==> config.mk <==
export PLATFORM = sky130hd
export DESIGN_NAME = piso_bit_serializer
export DESIGN_NICKNAME = d
export VERILOG_FILES = /design/src/rtl/piso_bit_serializer.sv
export SDC_FILE = /design/constraint.sdc
export NUM_CORES = 1
export LEC_CHECK = 0
export CORE_UTILIZATION = 43
export DETAILED_ROUTE_END_ITERATION = 10
export PLACE_DENSITY = 0.73
export SETUP_SLACK_MARGIN = 0.02
export SLEW_MARGIN = 20
export SYNTH_ARGS = -nofsm -noshare
export SYNTH_HDL_FRONTEND = slang
export SYNTH_SLANG_ARGS = --single-unit
==> constraint.sdc <==
create_clock -name clk -period 1.45 [get_ports clk]
set_input_delay 0.435 -clock clk [delete_from_list [all_inputs] [get_ports clk]]
set_output_delay 0.435 -clock clk [all_outputs]
set_load 0.01 [all_outputs]
==> src/rtl/piso_bit_serializer.sv <==
// Parallel-in/serial-out stage: takes WIDTH-bit words over valid/ready and
// emits them one bit per bit_en strobe, back-to-back words with no gap.
//
// state    | meaning
// ---------+---------------------------------------------------------
// ST_IDLE  | no word loaded; dout = IDLE_LEVEL, ready for a new word
// ST_SHIFT | word in flight; dout = output end of the shift register
module piso_bit_serializer #(
  parameter int   WIDTH      = 8,
  parameter bit   MSB_FIRST  = 1'b1,
  parameter logic IDLE_LEVEL = 1'b0
) (
  input  logic             clk,
  input  logic             rst_n,
  input  logic [WIDTH-1:0] in_data,
  input  logic             in_valid,
  output logic             in_ready,
  input  logic             bit_en,
  output logic             dout,
  output logic             dout_valid,
  output logic             last_bit
);

  localparam int            CW       = $clog2(WIDTH);
  localparam logic [CW-1:0] CNT_LAST = CW'(WIDTH - 1);

  typedef enum logic {ST_IDLE, ST_SHIFT} state_t;

  state_t           r_state, w_state_nxt;
  logic [WIDTH-1:0] r_shift, w_shift_nxt;
  logic [CW-1:0]    r_cnt, w_cnt_nxt;
  logic             r_dout, r_dout_valid;
  logic             w_cnt_last, w_in_ready, w_accept, w_out_bit;

  assign w_cnt_last = (r_cnt == CNT_LAST);

  always_comb begin
    w_in_ready  = 1'b0;
    w_state_nxt = r_state;
    w_shift_nxt = r_shift;
    w_cnt_nxt   = r_cnt;

    case (r_state)
      ST_IDLE:  w_in_ready = 1'b1;
      ST_SHIFT: w_in_ready = bit_en & w_cnt_last;
      default:  w_in_ready = 1'b0;
    endcase

    w_accept = in_valid & w_in_ready;

    case (r_state)
      ST_IDLE: begin
        if (w_accept) begin
          w_shift_nxt = in_data;
          w_cnt_nxt   = '0;
          w_state_nxt = ST_SHIFT;
        end
      end
      ST_SHIFT: begin
        if (bit_en) begin
          if (!w_cnt_last) begin
            if (MSB_FIRST) w_shift_nxt = {r_shift[WIDTH-2:0], 1'b0};
            else           w_shift_nxt = {1'b0, r_shift[WIDTH-1:1]};
            w_cnt_nxt = r_cnt + CW'(1);
          end else if (w_accept) begin
            // Reload on the last bit so the next word follows with no gap.
            w_shift_nxt = in_data;
            w_cnt_nxt   = '0;
          end else begin
            w_cnt_nxt   = '0;
            w_state_nxt = ST_IDLE;
          end
        end
      end
      default: w_state_nxt = ST_IDLE;
    endcase

    w_out_bit = MSB_FIRST ? w_shift_nxt[WIDTH-1] : w_shift_nxt[0];
  end

  always_ff @(posedge clk or negedge rst_n) begin
    if (!rst_n) begin
      r_state      <= ST_IDLE;
      r_shift      <= '0;
      r_cnt        <= '0;
      r_dout       <= IDLE_LEVEL;
      r_dout_valid <= 1'b0;
    end else begin
      r_state      <= w_state_nxt;
      r_shift      <= w_shift_nxt;
      r_cnt        <= w_cnt_nxt;
      r_dout       <= (w_state_nxt == ST_SHIFT) ? w_out_bit : IDLE_LEVEL;
      r_dout_valid <= (w_state_nxt == ST_SHIFT);
    end
  end

  assign in_ready   = w_in_ready;
  assign dout       = r_dout;
  assign dout_valid = r_dout_valid;
  assign last_bit   = r_dout_valid & w_cnt_last;

endmodule
==> results by group, run 1 <==
STA
  • Setup ws final: -334 ps
  • RSZ-0062 raised after global routing: yes
  • Final clock period utilization by the worst path: 123%
  • Least-Margin Pin Slew: 236 ps
  • Final-report hold violation count: 0
  • Slew margin rel.: 84.1%
  • Count of final setup violators: 10
  • Period minus WS final: 1780 ps
  • Max Freq: 561 MHz
  • Max-slew violation count: 0
  • Clock Skew: 2.10 ps
  • Sum of negative setup slack: -1130 ps

Routing
  • Total number of vias: 654
  • Final ANT Viol Nets: 0
  • DR vias/cell: 5.59
  • Iteration-0 DRC Markers: 12
  • DR WL/cell: 14.8 µm
  • First-pass iteration count of the detailed router: 6
  • Detailed Route WL: 1730 µm
  • DRC: 0

Global routing
  • Top Usage Layer GRT: met2
  • GR Overflow Total: 0
  • Antenna violations before repair: 0
  • Met2 global-route usage: 34.5%
  • Pin count of the biggest net entering global routing: 15
  • First-pass GRT wire length: 2860 µm
  • Vias in the first global route: 628
  • GRT met3 Usage: 5.60%
  • Total track usage: 22.3%
  • M1 GR Usage: 27.1%

Run status
  • Status: complete, but fails checks
  • Violated checks: setup timing

Critical path
  • CP arrival: 1350 ps
  • R2r startpoint: r_cnt[0]
  • Worst setup path category: flip-flop to output pin
  • RR Endpoint: r_shift[5]
  • R2R Setup Slk: -120 ps
  • Worst setup EP type: output pin
  • Critical Path RT: 1020 ps
  • Startpoint Class: flip-flop
  • Worst r2r path cells: 7
  • Crit-path max FO: 3
  • Crit path from: r_cnt[0]

Clock tree
  • H-Tree Depth: 1
  • Clk buf depth: 2
  • Clk root buf: clkbuf_4
  • CTS Sinks: 13
  • Clk_lat worst skew: 290 ps
  • CTS tree: yes
  • Clock transition at the registers of the reported paths: 80 ps
  • Quantity of hold-fixing buffers added after cts: 0
  • CTS buffer count: 3

Power and ir drop
  • Pwr/cell area: 1620 nW/µm²
  • Total power: 1750 µW
  • Leakage power total: 0.000505 µW
  • VDD IR-drop max: 0.000959 V

Floorplanning
  • Overall die width: 42.5 µm
  • Rows: 14
  • Die Span Y: 42.5 µm
  • Starting Density: 46.2%
  • # IOs: 16
  • Core ar.: 1520 µm²
  • Die area: 1800 µm²

Layout
  • # diodes: 0
  • Share of layout cells above drive strength 1: 36.6%
  • Final net count: 116
  • Area Growth Syn to Fin: 52.9%

Placed design
  • HPWL Detailed: 1180 µm
  • Routability cong.: 0.766
  • Port buffer count: 15

Worst hold path
  • Hold Path Class: input pin to asynchronous set/reset pin

Yosys
  • Synth Cell Area: 704 µm²
  • Area leader, netlist: dfrtp_1
  • Area contributors post-synth: dfrtp_1 46%, a22o_1 7.5%, a221o_1 5.7%, mux2i_1 4.3%, o21ai_0 4.3%
  • Synth Area per Inst: 10.1 µm²
  • Yosys top cell area share: 46.2%
  • Syn Nets: 84
  • FF+latch count, synth: 13
  • Mapped Cells: 70
  • Post-synthesis sequential area ratio: 46.2%
  • YS warnings: 0
  • Post-synthesis cell type count: 23

Run
  • Max-cap viol count: 0
## cells in the mapped netlist
master     n
a21boi_2   1
a221oi_1   1
dfrtp_1   13
or2_2      1
mux2i_1    3
and3b_1    1
nand2_1    6
o22ai_1    2
nor2_1     7
o21ai_0    6
a21oi_1    1
ha_1       2
mux2_2     1
and2_1     1
nand2b_1   2
a22oi_1    2
a221o_1    4
buf_2      2
clkbuf_1   1
mux2_1     1
inv_1      3
a22o_1     6
nor2b_1    3
## final cells by class
class                   instances  area, µm²
fillers                       124        447
multi-input cells              51        429
flip-flops and latches         13        325
repair buffers                 30        263
clock buffers                   4       26.3
well taps                      16       20.0
inverters                       3       13.8
## worst max path at each step
stage | endpoint | slack (ps) | cells past startpoint
2_1_floorplan | in_ready | 10 | 4
3_3_place_gp | in_ready | -610 | 4
3_5_place_dp | in_ready | -600 | 4
4_1_cts | in_ready | -340 | 5
5_1_grt | in_ready | -400 | 5
6_report | in_ready | -330 | 5
## metal layers
metal | wire, µm | up-vias
li1 | - | 318
met1 | 776 | 314
met4 | 49 | 0
met2 | 824 | 17
met3 | 80 | 5
met5 | 0 | -
## report_power, final
group	internal, µW	total [µW]	switching, µW	leakage, µW
Sequential	521	642	121	0.000157
Clock	107	234	127	0.0000150
Combinational	529	873	344	0.000333
## flip-flops by register name, indices dropped and copies added (netlist names)
register / count
dout_valid: 1
dout: 1
r_shift: 8
r_cnt: 3
## worst max-delay path: stages, from the launching register on
cell and delay [ps]:
dfrtp_1 390, ha_2 200, ha_4 170, a21boi_4 130
inv_2 50, buf_6 110
## through the flow
step,cell area [µm²],util (%),instances,setup WS (ps),hold slack (ps)
2_1_floorplan,727,-,70,9.93,139
3_3_place_gp,973,63.9,110,-608,531
3_5_place_dp,973,63.9,110,-600,543
4_1_cts,1050,69.1,116,-340,464
5_1_grt,1080,70.7,117,-401,459
6_report,1080,70.7,117,-334,453
## timing repair
action                                  4_1_cts  5_1_grt
pin swaps                                    10        6
endpoints found under the setup margin       14       13
resized for setup                            31        6
buffers inserted                              2        2
## cell usage in the layout (no fill, tap or decap), types with 2 or more instances in the layout
master | Yosys | final
clkdlybuf4s50_1 | 0 | 10
a22oi_1 | 2 | 2
nor2_1 | 7 | 7
buf_2 | 2 | 2
a22o_1 | 6 | 6
dfrtp_1 | 13 | 13
nand2_1 | 6 | 5
buf_6 | 0 | 4
clkbuf_4 | 0 | 3
o21ai_2 | 0 | 2
mux2i_1 | 3 | 3
a221o_1 | 4 | 4
dlygate4sd2_1 | 0 | 2
o21ai_1 | 0 | 3
buf_4 | 0 | 12
nor2b_1 | 3 | 2
o22ai_2 | 0 | 2
## cell families (layout without fill, tap and decap cells)
logic type	Yosys count	in the layout	share of synthesized area (%)
and+or+nand+nor	21	21	14.4
adders and majority gates	2	2	3.55
AOI/OAI and AO/OA	23	23	24.9
muxes	5	5	7.46
buffers and inverters	6	37	3.55
DFF	13	13	46.2
No activity file was read; power rests on OpenSTA's default activity.
==> run 2: changes to the inputs <==
--- a/config.mk
+++ b/config.mk
@@ -5,6 +5,7 @@
 export SDC_FILE = /design/constraint.sdc
 export NUM_CORES = 1
 export LEC_CHECK = 0
+export CORE_MARGIN = 3
 export CORE_UTILIZATION = 43
 export DETAILED_ROUTE_END_ITERATION = 10
 export PLACE_DENSITY = 0.73
==> results by group, run 2 (synthesis results as in run 1) <==
Run
  • Max-cap viol count: 0

Clock tree
  • Clk_lat worst skew: 280 ps
  • CTS Sinks: 13
  • CTS tree: yes
  • CTS buffer count: 3
  • H-Tree Depth: 1
  • Quantity of hold-fixing buffers added after cts: 0
  • Clk root buf: clkbuf_4
  • Clk buf depth: 2
  • Clock transition at the registers of the reported paths: 80 ps

Layout
  • Largest register by flop count: r_shift
  • Commonest non-fill, non-tap cell in the layout: buf_4
  • # diodes: 0
  • Final net count: 118
  • Largest register FFs: 8
  • Share of layout cells above drive strength 1: 33.0%
  • Most frequent cells in the layout: 14 x buf_4, 13 x dfrtp_1, 10 x clkdlybuf4s50_1
  • Area Growth Syn to Fin: 50.8%
  • Finished Layout Cells: 118
  • Final core utilization: 75.1%
  • Largest regs: r_shift: 8 flops, r_cnt: 3 flops

Power and ir drop
  • VDD IR-drop max: 0.000977 V
  • Pwr/cell area: 1630 nW/µm²
  • Leakage power total: 0.000504 µW

STA
  • Max Freq: 558 MHz
  • Max-slew violation count: 0
  • Hold_ws: 455 ps
  • Least-Margin Pin Slew: 223 ps
  • Final-report hold violation count: 0
  • Slew margin rel.: 85.1%
  • RSZ-0062 raised after global routing: yes
  • Count of final setup violators: 7
  • Sum of negative setup slack: -1230 ps
  • Final clock period utilization by the worst path: 124%
  • Setup ws final: -344 ps
  • Clock Skew: 3.31 ps
  • Period minus WS final: 1790 ps

Worst hold path
  • Hold Path Class: input pin to asynchronous set/reset pin

Placed design
  • Routability cong.: 0.762
  • HPWL Detailed: 1250 µm
  • Pre-CTS setup slack: -617 ps
  • Port buffer count: 15
  • Placed cell count: 110

Floorplanning
  • Rows: 13
  • Overall die width: 46.5 µm
  • Starting Density: 49.8%
  • Die Span Y: 46.5 µm
  • Die area: 2160 µm²
  • Core ar.: 1420 µm²
  • # IOs: 16

Global routing
  • Met2 global-route usage: 32.4%
  • M1 GR Usage: 23.9%
  • Top Usage Layer GRT: met2
  • First-pass GRT wire length: 2900 µm
  • GR Overflow Total: 0
  • Total track usage: 19.4%
  • Pin count of the biggest net entering global routing: 14
  • Vias in the first global route: 674
  • Antenna violations before repair: 0
  • GRT met3 Usage: 5.86%

Critical path
  • CP arrival: 1360 ps
  • Cell chain of the critical path: ha_2, ha_4, a21boi_4, inv_2, buf_6
  • Worst setup EP type: output pin
  • Startpoint Class: flip-flop
  • Critical Path RT: 1020 ps
  • Delay-heaviest family, CP: flip-flops
  • Worst setup path category: flip-flop to output pin
  • Crit-path max FO: 4
  • Worst path buffer plus inverter count: 2
  • Slowest CP cell: dfrtp_1
  • CP max stage delay: 390 ps

Routing
  • Final ANT Viol Nets: 0
  • First-pass iteration count of the detailed router: 4
  • DR WL/cell: 14.6 µm
  • Detailed Route WL: 1720 µm
  • Total number of vias: 656
  • DRC: 0
  • Iteration-0 DRC Markers: 14
  • DR vias/cell: 5.56

Run status
  • Status: complete, but fails checks
  • Violated checks: setup timing
==> run 2: area by class of cell <==
cell class / count / area [µm²]
repair buffers: 32 / 278
well taps: 15 / 18.8
flip-flops and latches: 13 / 325
multi-input cells: 51 / 403
fillers: 107 / 353
clock buffers: 4 / 26.3
inverters: 3 / 11.3
==> run 2: path summary, 6_finish.rpt <==
kind                                    to  depth (start not counted)       start  slack, ps
min in group clk                r_shift[7]                          2  r_shift[7]        550
worst min-delay path            r_shift[2]                          2       rst_n        450
worst max-delay path              in_ready                          5    r_cnt[1]       -340
worst min register to register  r_shift[7]                          2  r_shift[7]        550
worst max register to register  r_shift[4]                          7    r_cnt[1]       -140
max in group asynchronous             dout                          2       rst_n        830
==> run 2: power breakdown <==
part	switching (µW)	internal, µW
clock	121	107
sequential	120	521
combinational	325	533
==> run 2: metrics by stage <==
| stage | total power [µW] | area, µm² |
|---|---|---|
| floorplan | 1060 | 727 |
| detailed placement | 1400 | 980 |
| finish | 1730 | 1060 |
| global route | 1860 | 1060 |
| CTS | 1670 | 1030 |
| global placement | 1370 | 980 |
==> run 2: repair_timing <==
action                     4_1_cts  5_1_grt
setup endpoints to repair       13       12
pin swaps                        6        4
resized for setup               21        8
buffers inserted                 3        1
==> run 2: worst reg2reg max path, stage by stage, from the launching register on <==
cell     delay, ps
dfrtp_1        390
ha_2           200
ha_4           180
buf_4          130
buf_6          110
inv_1           60
a21oi_2         70
a221o_1        330
==> run 2: per-layer routing <==
| metal | routed length, µm | share of wire (%) |
|---|---|---|
| met1 | 766 | 45 |
| met2 | 843 | 49 |
| met3 | 95 | 5.5 |
| met4 | 14 | 0.81 |
| met5 | 0 | 0 |
==> run 3: changes to the inputs <==
--- a/config.mk
+++ b/config.mk
@@ -8,6 +8,7 @@
 export CORE_MARGIN = 3
 export CORE_UTILIZATION = 43
 export DETAILED_ROUTE_END_ITERATION = 10
+export HOLD_SLACK_MARGIN = 0.08
 export PLACE_DENSITY = 0.73
 export SETUP_SLACK_MARGIN = 0.02
 export SLEW_MARGIN = 20
==> results of run 3 <==
The final DEF is identical to that of run 2; final timing and power are the same.
